--- config.mk ---
export PLATFORM = sky130hd
export DESIGN_NAME = mouse_cursor_overlay
export DESIGN_NICKNAME = d
export VERILOG_FILES = /design/src/rtl/mouse_cursor_overlay.sv
export SDC_FILE = /design/constraint.sdc
export NUM_CORES = 1
export LEC_CHECK = 0
export CORE_ASPECT_RATIO = 1.1
export CORE_MARGIN = 1.5
export CORE_UTILIZATION = 45
export DETAILED_ROUTE_END_ITERATION = 6
export DONT_BUFFER_PORTS = 1
export PLACE_DENSITY = 0.65
export SYNTH_ARGS = -nofsm -noshare
export SYNTH_HDL_FRONTEND = slang
export SYNTH_SLANG_ARGS = --single-unit
--- constraint.sdc ---
create_clock -name clk_pixel -period 3.1 [get_ports clk_pixel]
set_input_delay 0.465 -clock clk_pixel [delete_from_list [all_inputs] [get_ports clk_pixel]]
set_output_delay 0.465 -clock clk_pixel [all_outputs]
set_load 0.02 [all_outputs]
--- src/rtl/mouse_cursor_overlay.sv ---
// Two-stage pixel pipeline that overlays a 16x16 arrow sprite at the mouse position
// latched once per frame on the rising edge of vsync.
module mouse_cursor_overlay #(
    parameter int          C_bits          = 10,
    parameter logic [23:0] C_color_outline = 24'h000000,
    parameter logic [23:0] C_color_fill    = 24'hFFFFFF,
    parameter logic [23:0] C_color_press   = 24'hFF4000
) (
    input  logic              clk_pixel,
    input  logic              resetn,
    input  logic              cursor_ena,
    input  logic [C_bits-1:0] mouse_x,
    input  logic [C_bits-1:0] mouse_y,
    input  logic [2:0]        mouse_btn,
    input  logic [C_bits-1:0] beam_x,
    input  logic [C_bits-1:0] beam_y,
    input  logic [7:0]        in_red,
    input  logic [7:0]        in_green,
    input  logic [7:0]        in_blue,
    input  logic              in_hsync,
    input  logic              in_vsync,
    input  logic              in_blank,
    output logic [7:0]        out_red,
    output logic [7:0]        out_green,
    output logic [7:0]        out_blue,
    output logic              out_hsync,
    output logic              out_vsync,
    output logic              out_blank
);

    logic [C_bits-1:0] cur_x_q, cur_x_d;
    logic [C_bits-1:0] cur_y_q, cur_y_d;
    logic [2:0]        cur_btn_q, cur_btn_d;
    logic              vsync_prev_q, vsync_prev_d;

    logic              s1_hit_q, s1_hit_d;
    logic [3:0]        s1_dx_q, s1_dx_d;
    logic [3:0]        s1_dy_q, s1_dy_d;
    logic [23:0]       s1_rgb_q, s1_rgb_d;
    logic              s1_hsync_q, s1_hsync_d;
    logic              s1_vsync_q, s1_vsync_d;
    logic              s1_blank_q, s1_blank_d;

    logic [23:0]       out_rgb_q, out_rgb_d;
    logic              out_hsync_q, out_hsync_d;
    logic              out_vsync_q, out_vsync_d;
    logic              out_blank_q, out_blank_d;

    logic [C_bits:0]   dx_full;
    logic [C_bits:0]   dy_full;
    logic [1:0]        sprite_code;

    // Frame latch: stage 1 sees the old position during the edge cycle itself.
    always_comb begin
        vsync_prev_d = in_vsync;
        cur_x_d      = cur_x_q;
        cur_y_d      = cur_y_q;
        cur_btn_d    = cur_btn_q;
        if (in_vsync && !vsync_prev_q) begin
            cur_x_d   = mouse_x;
            cur_y_d   = mouse_y;
            cur_btn_d = mouse_btn;
        end
    end

    // The extra top bit is the borrow; a set borrow means the beam is left of / above the cursor.
    always_comb begin
        dx_full    = {1'b0, beam_x} - {1'b0, cur_x_q};
        dy_full    = {1'b0, beam_y} - {1'b0, cur_y_q};
        s1_hit_d   = cursor_ena
                     && !dx_full[C_bits] && !dy_full[C_bits]
                     && (dx_full[C_bits-1:4] == '0)
                     && (dy_full[C_bits-1:4] == '0);
        s1_dx_d    = dx_full[3:0];
        s1_dy_d    = dy_full[3:0];
        s1_rgb_d   = {in_red, in_green, in_blue};
        s1_hsync_d = in_hsync;
        s1_vsync_d = in_vsync;
        s1_blank_d = in_blank;
    end

    // Arrow shape: tip at the hotspot, diagonal and left edge outlined, interior filled.
    always_comb begin
        sprite_code = 2'b00;
        if (s1_dy_q == 4'd0 && s1_dx_q == 4'd0) begin
            sprite_code = 2'b11;
        end else if (s1_dy_q >= 4'd1 && s1_dy_q <= 4'd11) begin
            if (s1_dx_q == 4'd0 || s1_dx_q == s1_dy_q) begin
                sprite_code = 2'b01;
            end else if (s1_dx_q < s1_dy_q) begin
                sprite_code = 2'b10;
            end
        end
    end

    always_comb begin
        out_hsync_d = s1_hsync_q;
        out_vsync_d = s1_vsync_q;
        out_blank_d = s1_blank_q;
        out_rgb_d   = s1_rgb_q;
        if (s1_blank_q) begin
            out_rgb_d = 24'h000000;
        end else if (s1_hit_q) begin
            case (sprite_code)
                2'b01:   out_rgb_d = C_color_outline;
                2'b10:   out_rgb_d = (cur_btn_q != 3'b000) ? C_color_press : C_color_fill;
                2'b11:   out_rgb_d = ~s1_rgb_q;
                default: out_rgb_d = s1_rgb_q;
            endcase
        end
    end

    always_ff @(posedge clk_pixel or negedge resetn) begin
        if (!resetn) begin
            cur_x_q      <= '0;
            cur_y_q      <= '0;
            cur_btn_q    <= 3'b000;
            vsync_prev_q <= 1'b0;
            s1_hit_q     <= 1'b0;
            s1_dx_q      <= 4'd0;
            s1_dy_q      <= 4'd0;
            s1_rgb_q     <= 24'h000000;
            s1_hsync_q   <= 1'b0;
            s1_vsync_q   <= 1'b0;
            s1_blank_q   <= 1'b1;
            out_rgb_q    <= 24'h000000;
            out_hsync_q  <= 1'b0;
            out_vsync_q  <= 1'b0;
            out_blank_q  <= 1'b1;
        end else begin
            cur_x_q      <= cur_x_d;
            cur_y_q      <= cur_y_d;
            cur_btn_q    <= cur_btn_d;
            vsync_prev_q <= vsync_prev_d;
            s1_hit_q     <= s1_hit_d;
            s1_dx_q      <= s1_dx_d;
            s1_dy_q      <= s1_dy_d;
            s1_rgb_q     <= s1_rgb_d;
            s1_hsync_q   <= s1_hsync_d;
            s1_vsync_q   <= s1_vsync_d;
            s1_blank_q   <= s1_blank_d;
            out_rgb_q    <= out_rgb_d;
            out_hsync_q  <= out_hsync_d;
            out_vsync_q  <= out_vsync_d;
            out_blank_q  <= out_blank_d;
        end
    end

    assign out_red   = out_rgb_q[23:16];
    assign out_green = out_rgb_q[15:8];
    assign out_blue  = out_rgb_q[7:0];
    assign out_hsync = out_hsync_q;
    assign out_vsync = out_vsync_q;
    assign out_blank = out_blank_q;

endmodule
After elaboration in Yosys (flattened, before gate mapping)
Cells that the tools add are included.

Register bits: 86. Input bits: 73. Output and inout port bits: 27. Word-level logic and storage cells: 48.

$add $sub $neg: 2. $lt $le $gt $ge: 3. Eq/ne operators: 4. Mux-type cells: 8. Bitwise logic cells: 1. Reductions and logical operators: 16.

Operators with widths (count): case mux 24 bit (3 select lines) (1); 2-to-1 mux 24 bit (2); NOT 24 bit (1); subtractor 10 x 10 -> 11 bit (2); 2-to-1 mux 16 bit (1); zero test 6 bit (2); zero test 4 bit (2); 2-to-1 mux 2 bit (4); logical AND 1 bit (7); equality test 2 bit (second input constant) (2); equality test 4 bit (1); >= comparator 4 x 1 -> 1 bit (second input constant) (1); <= comparator 4 bit (second input constant) (1); less-than comparator 4 bit (1); zero test 1 bit (3); nonzero test 3 bit (1); equality test 2 x 1 -> 1 bit (second input constant) (1); logical OR 1 bit (1).

Logic depth before layout (Yosys ltp)
Gate-level depths: netlist of run 1.

Depth in word-level cells: 9. Gate-level depth with buffers: 10.

Worst setup path before layout of run 1
Ideal clock, no wire load.

Path kind: input to register. From: input beam_y[0]. To: register s1_hit_q. Data arrival time: 2.106 ns. Setup slack: 0.893 ns. Stages on the path: 10. Path buffers: 0. Cells stage by stage: inv_1 -> ha_1 -> inv_1 -> fa_1 -> a21oi_1 -> o221ai_1 -> a31oi_1 -> xor2_1 -> nand4_1 -> nor4_1.

Cells in the longest elaborated chain, start to end: 5.

RTL lines: start: declaration (RTL line 16) `input logic [C_bits-1:0] beam_y,`; subtractor 10 x 10 -> 11 bit * (RTL line 69) `dy_full = {1'b0, beam_y} - {1'b0, cur_y_q};`; zero test 1 bit (RTL line 71) `&& !dx_full[C_bits] && !dy_full[C_bits]`; logical AND 1 bit (RTL line 71); logical AND 1 bit (RTL line 72) `&& (dx_full[C_bits-1:4] == '0)`; logical AND 1 bit * (RTL line 73) `&& (dy_full[C_bits-1:4] == '0);`; net s1_hit_d (RTL line 36) `logic s1_hit_q, s1_hit_d;`; end signal: assignment (RTL line 135) `s1_hit_q <= s1_hit_d;`; end: declaration (RTL line 36).

Mark *: on every way through the listed nets, which the timed path passes. The rest lies on a longest branch. A chain may end at the register's enable or synchronous reset.

Worst setup path after layout of run 1
From: register s1_dy_q[3]. To: register out_rgb_q[0].

Cells in the longest elaborated chain, start to end: 9.

RTL lines: start: declaration (RTL line 38) `logic [3:0] s1_dy_q, s1_dy_d;`; start signal: assignment (RTL line 137) `s1_dy_q <= s1_dy_d;`; less-than comparator 4 bit / equality test 4 bit (equally long branches) (RTL line 90, 88); 2-to-1 mux 2 bit / logical OR 1 bit (equally long branches) (RTL line 90, 88); 2-to-1 mux 2 bit (RTL line 88) `if (s1_dx_q == 4'd0 || s1_dx_q == s1_dy_q) begin`; 2-to-1 mux 2 bit (RTL line 87) `end else if (s1_dy_q >= 4'd1 && s1_dy_q <= 4'd11) begin`; 2-to-1 mux 2 bit * (RTL line 85) `if (s1_dy_q == 4'd0 && s1_dx_q == 4'd0) begin`; equality test 2 bit / equality test 2 x 1 -> 1 bit (equally long branches) (RTL line 104) `case (sprite_code)`; case mux 24 bit (3 select lines) * (RTL line 104); 2-to-1 mux 24 bit * (RTL line 103) `end else if (s1_hit_q) begin`; 2-to-1 mux 24 bit * (RTL line 101) `if (s1_blank_q) begin`; net out_rgb_d[0] (RTL line 44) `logic [23:0] out_rgb_q, out_rgb_d;`; end signal: assignment (RTL line 142) `out_rgb_q <= out_rgb_d;`; end: declaration (RTL line 44).

Marks and branches as above.

==> results.json, run 1 <==
{
  "setup_violations": 0,
  "reg2reg_to": "out_rgb_q[0]$_DFF_PN0_",
  "clkLatencyLatePin_ps": 360,
  "switchingPower_mw": 0.865,
  "worst_slack_ps": 802,
  "yosys_warnings": 0,
  "drt_iter0_markers": 65,
  "fmax_mhz": 435,
  "fin_util_pct": 50.0,
  "required_ps": 3300,
  "intPower_mw": 1.79,
  "ys_seq_area_share_pct": 52.7,
  "synth_flop_cell": "dfrtp_1",
  "fin_crit_sh_pct": 74.1,
  "combPwrFrac_pct": 22.5,
  "slew_violations": 0,
  "initial_core_util_pct": 46.3,
  "hp-class": "input port to async pin",
  "maxCapViolations": 0,
  "p_per_area_nw_per_um2": 602,
  "final_common_cell": "dfrtp_1",
  "min_period_ps": 2300,
  "dp_slack_ps": 698,
  "critPathLaunch": "s1_dy_q[3]$_DFF_PN0_",
  "post-place-cells": 478,
  "tightest_slew_ps": 864,
  "wire_per_inst_um": 15.7,
  "antenna_found_initial": 2,
  "cts_root_buf": "clkbuf_8",
  "reg2reg_depth": 7,
  "h-tree-depth": 3,
  "numCtsBuffers": 9,
  "async_flop_share_pct": 100,
  "start_kind": "flop",
  "overflow": 0,
  "seqPwrFrac_pct": 49.8,
  "syn_inst": 374,
  "reg2reg_slack_ps": 800,
  "synth_area_sq_um": 4090,
  "clkSinkCount": 86,
  "timing.rr.start": "s1_dy_q[3]$_DFF_PN0_",
  "grt_pass1_wl_mm": 12.6,
  "power_leakage_nw": 2.00,
  "area_delta_synth_final_pct": 7.86,
  "grt_pass1_vias": 2610,
  "drc": 0,
  "finClkSkew_ps": 11.0,
  "vias": 2715,
  "clock_power_share_pct": 27.6,
  "nFillCells": 837,
  "ir_drop_mv": 0.210,
  "synth_cell_type_count": 49,
  "coreArea_sq_um": 8830,
  "ant_nets": 0,
  "multiInputGateArea_sq_um": 1690,
  "slew_headroom_pct": 42.4,
  "final_cell_mix": "dfrtp_1, inv_1, nand2_1",
  "tns_ps": 0,
  "tritoncts": "yes",
  "die_height_um": 103,
  "place_congestion": 0.799,
  "synth_edf_count": 0,
  "swShare_pct": 32.6,
  "hold_viol": 0,
  "fin_nets": 475,
  "dp_hpwl_mm": 5.59,
  "critical_path_class": "flop to flop",
  "io_buffers": 0,
  "cts_buffer_depth": 2,
  "rows": 36,
  "grt_start_max_net_pins": 87,
  "p_total_mw": 2.65,
  "grt_usage_pct": 17.2,
  "critPathArrivalTime_ps": 2500,
  "cts_resized": 0,
  "firstDrtPassIters": 6,
  "finalNonFillerCells": 496,
  "drt-total-wl_mm": 7.81,
  "drive_gt1_share_pct": 12.1,
  "vias_per_cell": 5.47,
  "rsz0062_at_grt": "false",
  "seq_area_sq_um": 2150,
  "synth_area_per_cell_sq_um": 10.9,
  "syn_nets": 473,
  "status": "finished, final reports clean",
  "crit_fanout": 18,
  "end_kind": "flop",
  "synth_seq_cells": 86,
  "die_w_um": 93.9,
  "io_pins": 100,
  "dieArea_sq_um": 9670,
  "clk_pin_slew_ps": 90
}
layer usage:
metal  track usage [%]  vias up  wire [um]  part of all wire (%)
met4              6.31        0        124                   1.6
li1                  -     1329          -                     -
met5                 0        -          0                     0
met3              7.08       11        602                   7.7
met2              27.2       85       3700                    47
met1              21.1     1290       3380                    43
through the flow:
stage | hold WS, ps | instance area, sq um
after global placement | 171 | 4200
after detailed placement | 171 | 4200
final | 5.85 | 4410
after CTS | 14.9 | 4410
after floorplan | 169 | 4090
after global routing | 8.22 | 4410
power by group through the flow:
stage	combinational, mW	sequential [mW]	clock, mW
floorplan	0.468	1.33	0
global placement	0.556	1.34	0
detailed placement	0.569	1.35	0
CTS	0.600	1.32	0.760
global route	0.684	1.34	0.817
finish	0.598	1.32	0.733
logic make-up after synthesis:
family	Yosys count	share of synthesized area [%]
muxes	7	1.87
AOI/OAI and AO/OA	106	19.6
xor gates and xnor gates	8	1.71
and+or+nand+nor	78	9.76
buffers and inverters	63	6.06
DFF	86	52.7
adders and majority gates	26	8.32
cells in the mapped netlist (2+ instances only):
| cell | count | share of area, % |
|---|---|---|
| a211oi_1 | 12 | 2.2 |
| a21o_1 | 4 | 0.73 |
| a21oi_1 | 23 | 2.8 |
| a221oi_1 | 5 | 1.1 |
| a221oi_2 | 10 | 3.7 |
| a31oi_1 | 2 | 0.31 |
| clkbuf_1 | 11 | 1.0 |
| dfrtp_1 | 84 | 51 |
| dfstp_2 | 2 | 1.3 |
| fa_1 | 2 | 0.98 |
| ha_1 | 24 | 7.3 |
| inv_1 | 50 | 4.6 |
| mux2_2 | 5 | 1.4 |
| mux2i_1 | 2 | 0.49 |
| nand2_1 | 27 | 2.5 |
| nand2b_1 | 3 | 0.46 |
| nand3_1 | 20 | 2.4 |
| nand4_1 | 3 | 0.46 |
| nor2_1 | 11 | 1.0 |
| nor2b_1 | 5 | 0.76 |
| nor4_1 | 2 | 0.31 |
| nor4_4 | 2 | 1.0 |
| o2111a_1 | 3 | 0.83 |
| o2111ai_1 | 2 | 0.43 |
| o21a_1 | 7 | 1.3 |
| o21ai_0 | 22 | 2.7 |
| o21ai_1 | 2 | 0.24 |
| or2_2 | 2 | 0.31 |
| xnor2_1 | 4 | 0.86 |
| xor2_1 | 4 | 0.86 |
worst max-delay path by stage:
stage / endpoint / slack, ps / cells past startpoint
detailed placement: s1_hit_q$_DFF_PN0_ / 700 / 10
floorplan: s1_hit_q$_DFF_PN0_ / 890 / 10
finish: out_rgb_q[0]$_DFF_PN0_ / 800 / 7
global placement: s1_hit_q$_DFF_PN0_ / 740 / 10
CTS: out_rgb_q[0]$_DFF_PN0_ / 800 / 7
global route: out_rgb_q[15]$_DFF_PN0_ / 620 / 7
worst max-delay path, stage by stage, from the launching register on:
cell,delay [ps]
dfrtp_1,460
nor4_4,260
buf_4,250
nor2_1,70
nor2_1,110
a21oi_2,70
o21ai_2,700
a221oi_1,220
flip-flops by register name (all words and copies together) (netlist names):
signal,flops
cur_y_q,10
out_vsync_d,1
s1_rgb_q,24
out_hsync,1
out_blank,1
cur_btn_q,3
out_blank_d,1
s1_dx_q,4
s1_hit_q,1
out_hsync_d,1
out_vsync,1
out_rgb_q,24
cur_x_q,10
s1_dy_q,4
final cells by class:
type                            instances  share of cell area, %
Clock buffer                           10                   3.12
Clock inverter                          6                   1.05
Inverter                               50                   4.26
Multi-Input combinational cell        225                   38.3
Tap cell                              114                   3.23
Antenna cell                            1                 0.0567
Sequential cell                        86                   48.9
Timing Repair Buffer                    4                   1.13
what timing repair did:
action / in CTS / in global routing
hold endpoints to repair: 86 / 0
setup buffers: 0 / 0
hold buffers: 1 / 0
(Power assumes the default switching activity.)
==> run 2: changes to the inputs <==
Clock period 3.1 ns to 2.4 ns, I/O delays scaled along.
==> results.json, run 2 (synthesis gave the netlist of run 1 again) <==
{
  "status": "finished, final reports clean",
  "diodes": 0,
  "crit_fanout": 15,
  "hold_path_depth": 0,
  "slew_headroom_pct": 58.4,
  "clkSinkCount": 86,
  "numCtsBuffers": 9,
  "tightest_slew_ps": 621,
  "critPathArrivalTime_ps": 2460,
  "overflow": 0,
  "drt_iter0_markers": 98,
  "critical_path_class": "flop to flop",
  "required_ps": 2650,
  "rows": 36,
  "hold_viol": 0,
  "hold_ws_ps": 18.8,
  "wire_per_inst_um": 15.5,
  "seq_area_sq_um": 2150,
  "place_congestion": 0.826,
  "finClkSkew_ps": 5.10,
  "io_buffers": 0,
  "area_delta_synth_final_pct": 15.9,
  "min_period_ps": 2210,
  "reg2reg_depth": 7,
  "die_height_um": 103,
  "p_total_mw": 3.68,
  "finalNonFillerCells": 523,
  "post-cts-setup-buffer-count": 0,
  "end_kind": "flop",
  "grt_pass1_vias": 2653,
  "crit_end": "out_rgb_q[2]$_DFF_PN0_",
  "cts_root_buf": "clkbuf_8",
  "antenna_found_initial": 2,
  "dieArea_sq_um": 9670,
  "drt-total-wl_mm": 8.09,
  "setup_violations": 0,
  "post-place-cells": 480,
  "ir_drop_mv": 0.325,
  "drc": 0,
  "start_kind": "flop",
  "power_leakage_nw": 2.14,
  "grt_pass1_wl_mm": 12.7,
  "grt_start_max_net_pins": 87,
  "nFillCells": 796,
  "initial_core_util_pct": 46.3,
  "fin_crit_sh_pct": 92.1,
  "clkLatencyLatePin_ps": 360,
  "ant_nets": 0,
  "fin_nets": 503,
  "timing.rr.start": "s1_dx_q[1]$_DFF_PN0_",
  "dp_slack_ps": 31.0,
  "final_common_cell": "dfrtp_1",
  "coreArea_sq_um": 8830,
  "maxCapViolations": 0,
  "io_pins": 100,
  "drive_gt1_share_pct": 12.2,
  "dp_hpwl_mm": 5.70,
  "reg2reg_to": "out_rgb_q[2]$_DFF_PN0_",
  "multiInputGateArea_sq_um": 1710,
  "firstDrtPassIters": 4,
  "final_cell_mix": "dfrtp_1, inv_1, nand2_1",
  "hp-class": "input port to flop",
  "reg2reg_slack_ps": 190,
  "p_per_area_nw_per_um2": 777,
  "worst_slack_ps": 189,
  "largestRegisters": "out_rgb_q: 24 flops, s1_rgb_q: 24 flops",
  "vias_per_cell": 5.47,
  "vias": 2860,
  "h-tree-depth": 3,
  "clk_pin_slew_ps": 90,
  "cts_buffer_depth": 2,
  "die_w_um": 93.9,
  "tritoncts": "yes",
  "fmax_mhz": 452,
  "slew_violations": 0,
  "grt_usage_pct": 17.4,
  "critPathLaunch": "s1_dx_q[1]$_DFF_PN0_"
}
[run 2: cell count changes in the layout (fill, tap and decap cells not counted), moves of 2 or more]
cell,delta
clkinvlp_4,-2
buf_4,+2
dlygate4sd3_1,+26
bufinv_16,+2
[run 2: where the power goes]
part | leakage (nW) | total, mW | internal (mW) | switching (mW)
Clock | 0.114 | 1.13 | 0.590 | 0.539
Sequential | 1.04 | 1.71 | 1.58 | 0.123
Combinational | 0.987 | 0.844 | 0.364 | 0.481
[run 2: metrics by stage]
step | util [%] | setup TNS [ps] | cell area (sq um)
floorplan | - | 0 | 4090
global placement | 47.7 | 0 | 4210
detailed placement | 47.7 | 0 | 4210
CTS | 51.8 | 0 | 4570
global route | 53.7 | -2.87 | 4740
finish | 53.7 | 0 | 4740
[run 2: routing by layer]
metal | vias up | wire length (um) | global-route usage (%) | part of all wire, %
met4 | 0 | 155 | 8.27 | 1.9
met5 | - | 0 | 0 | 0
met1 | 1371 | 3360 | 20.4 | 42
li1 | 1381 | - | - | -
met3 | 10 | 592 | 5.90 | 7.3
met2 | 98 | 3980 | 28.9 | 49
[run 2: worst min path at each step]
stage / startpoint / to / slack (ps)
after detailed placement: resetn / out_rgb_q[11]$_DFF_PN0_ / 70
after global routing: in_blue[7] / s1_rgb_q[7]$_DFF_PN0_ / -0.6
after floorplan: resetn / cur_btn_q[0]$_DFFE_PN0P_ / 60
final: in_green[0] / s1_rgb_q[8]$_DFF_PN0_ / 20
after CTS: in_hsync / out_hsync_d$_DFF_PN0_ / 1
after global placement: resetn / out_rgb_q[11]$_DFF_PN0_ / 70
[run 2: cell type report]
cell class	instances	share of cell area, %
Clock buffer	9	2.61
Clock inverter	7	2.03
Inverter	50	3.96
Multi-Input combinational cell	225	36.0
Sequential cell	86	45.5
Tap cell	114	3.01
Timing Repair Buffer	32	6.87
[run 2: repair_timing]
action | CTS | global route
hold buffers | 12 | 15
resized for setup | 0 | 3
endpoints found under the setup margin | 0 | 6
hold endpoints to repair | 96 | 15
[run 2: critical path: stages (launching register included)]
cell	delay [ps]
dfrtp_1	420
ha_1	320
nor2b_1	140
o21a_1	160
o21a_1	180
nor2_1	280
o21ai_4	210
a221oi_1	390
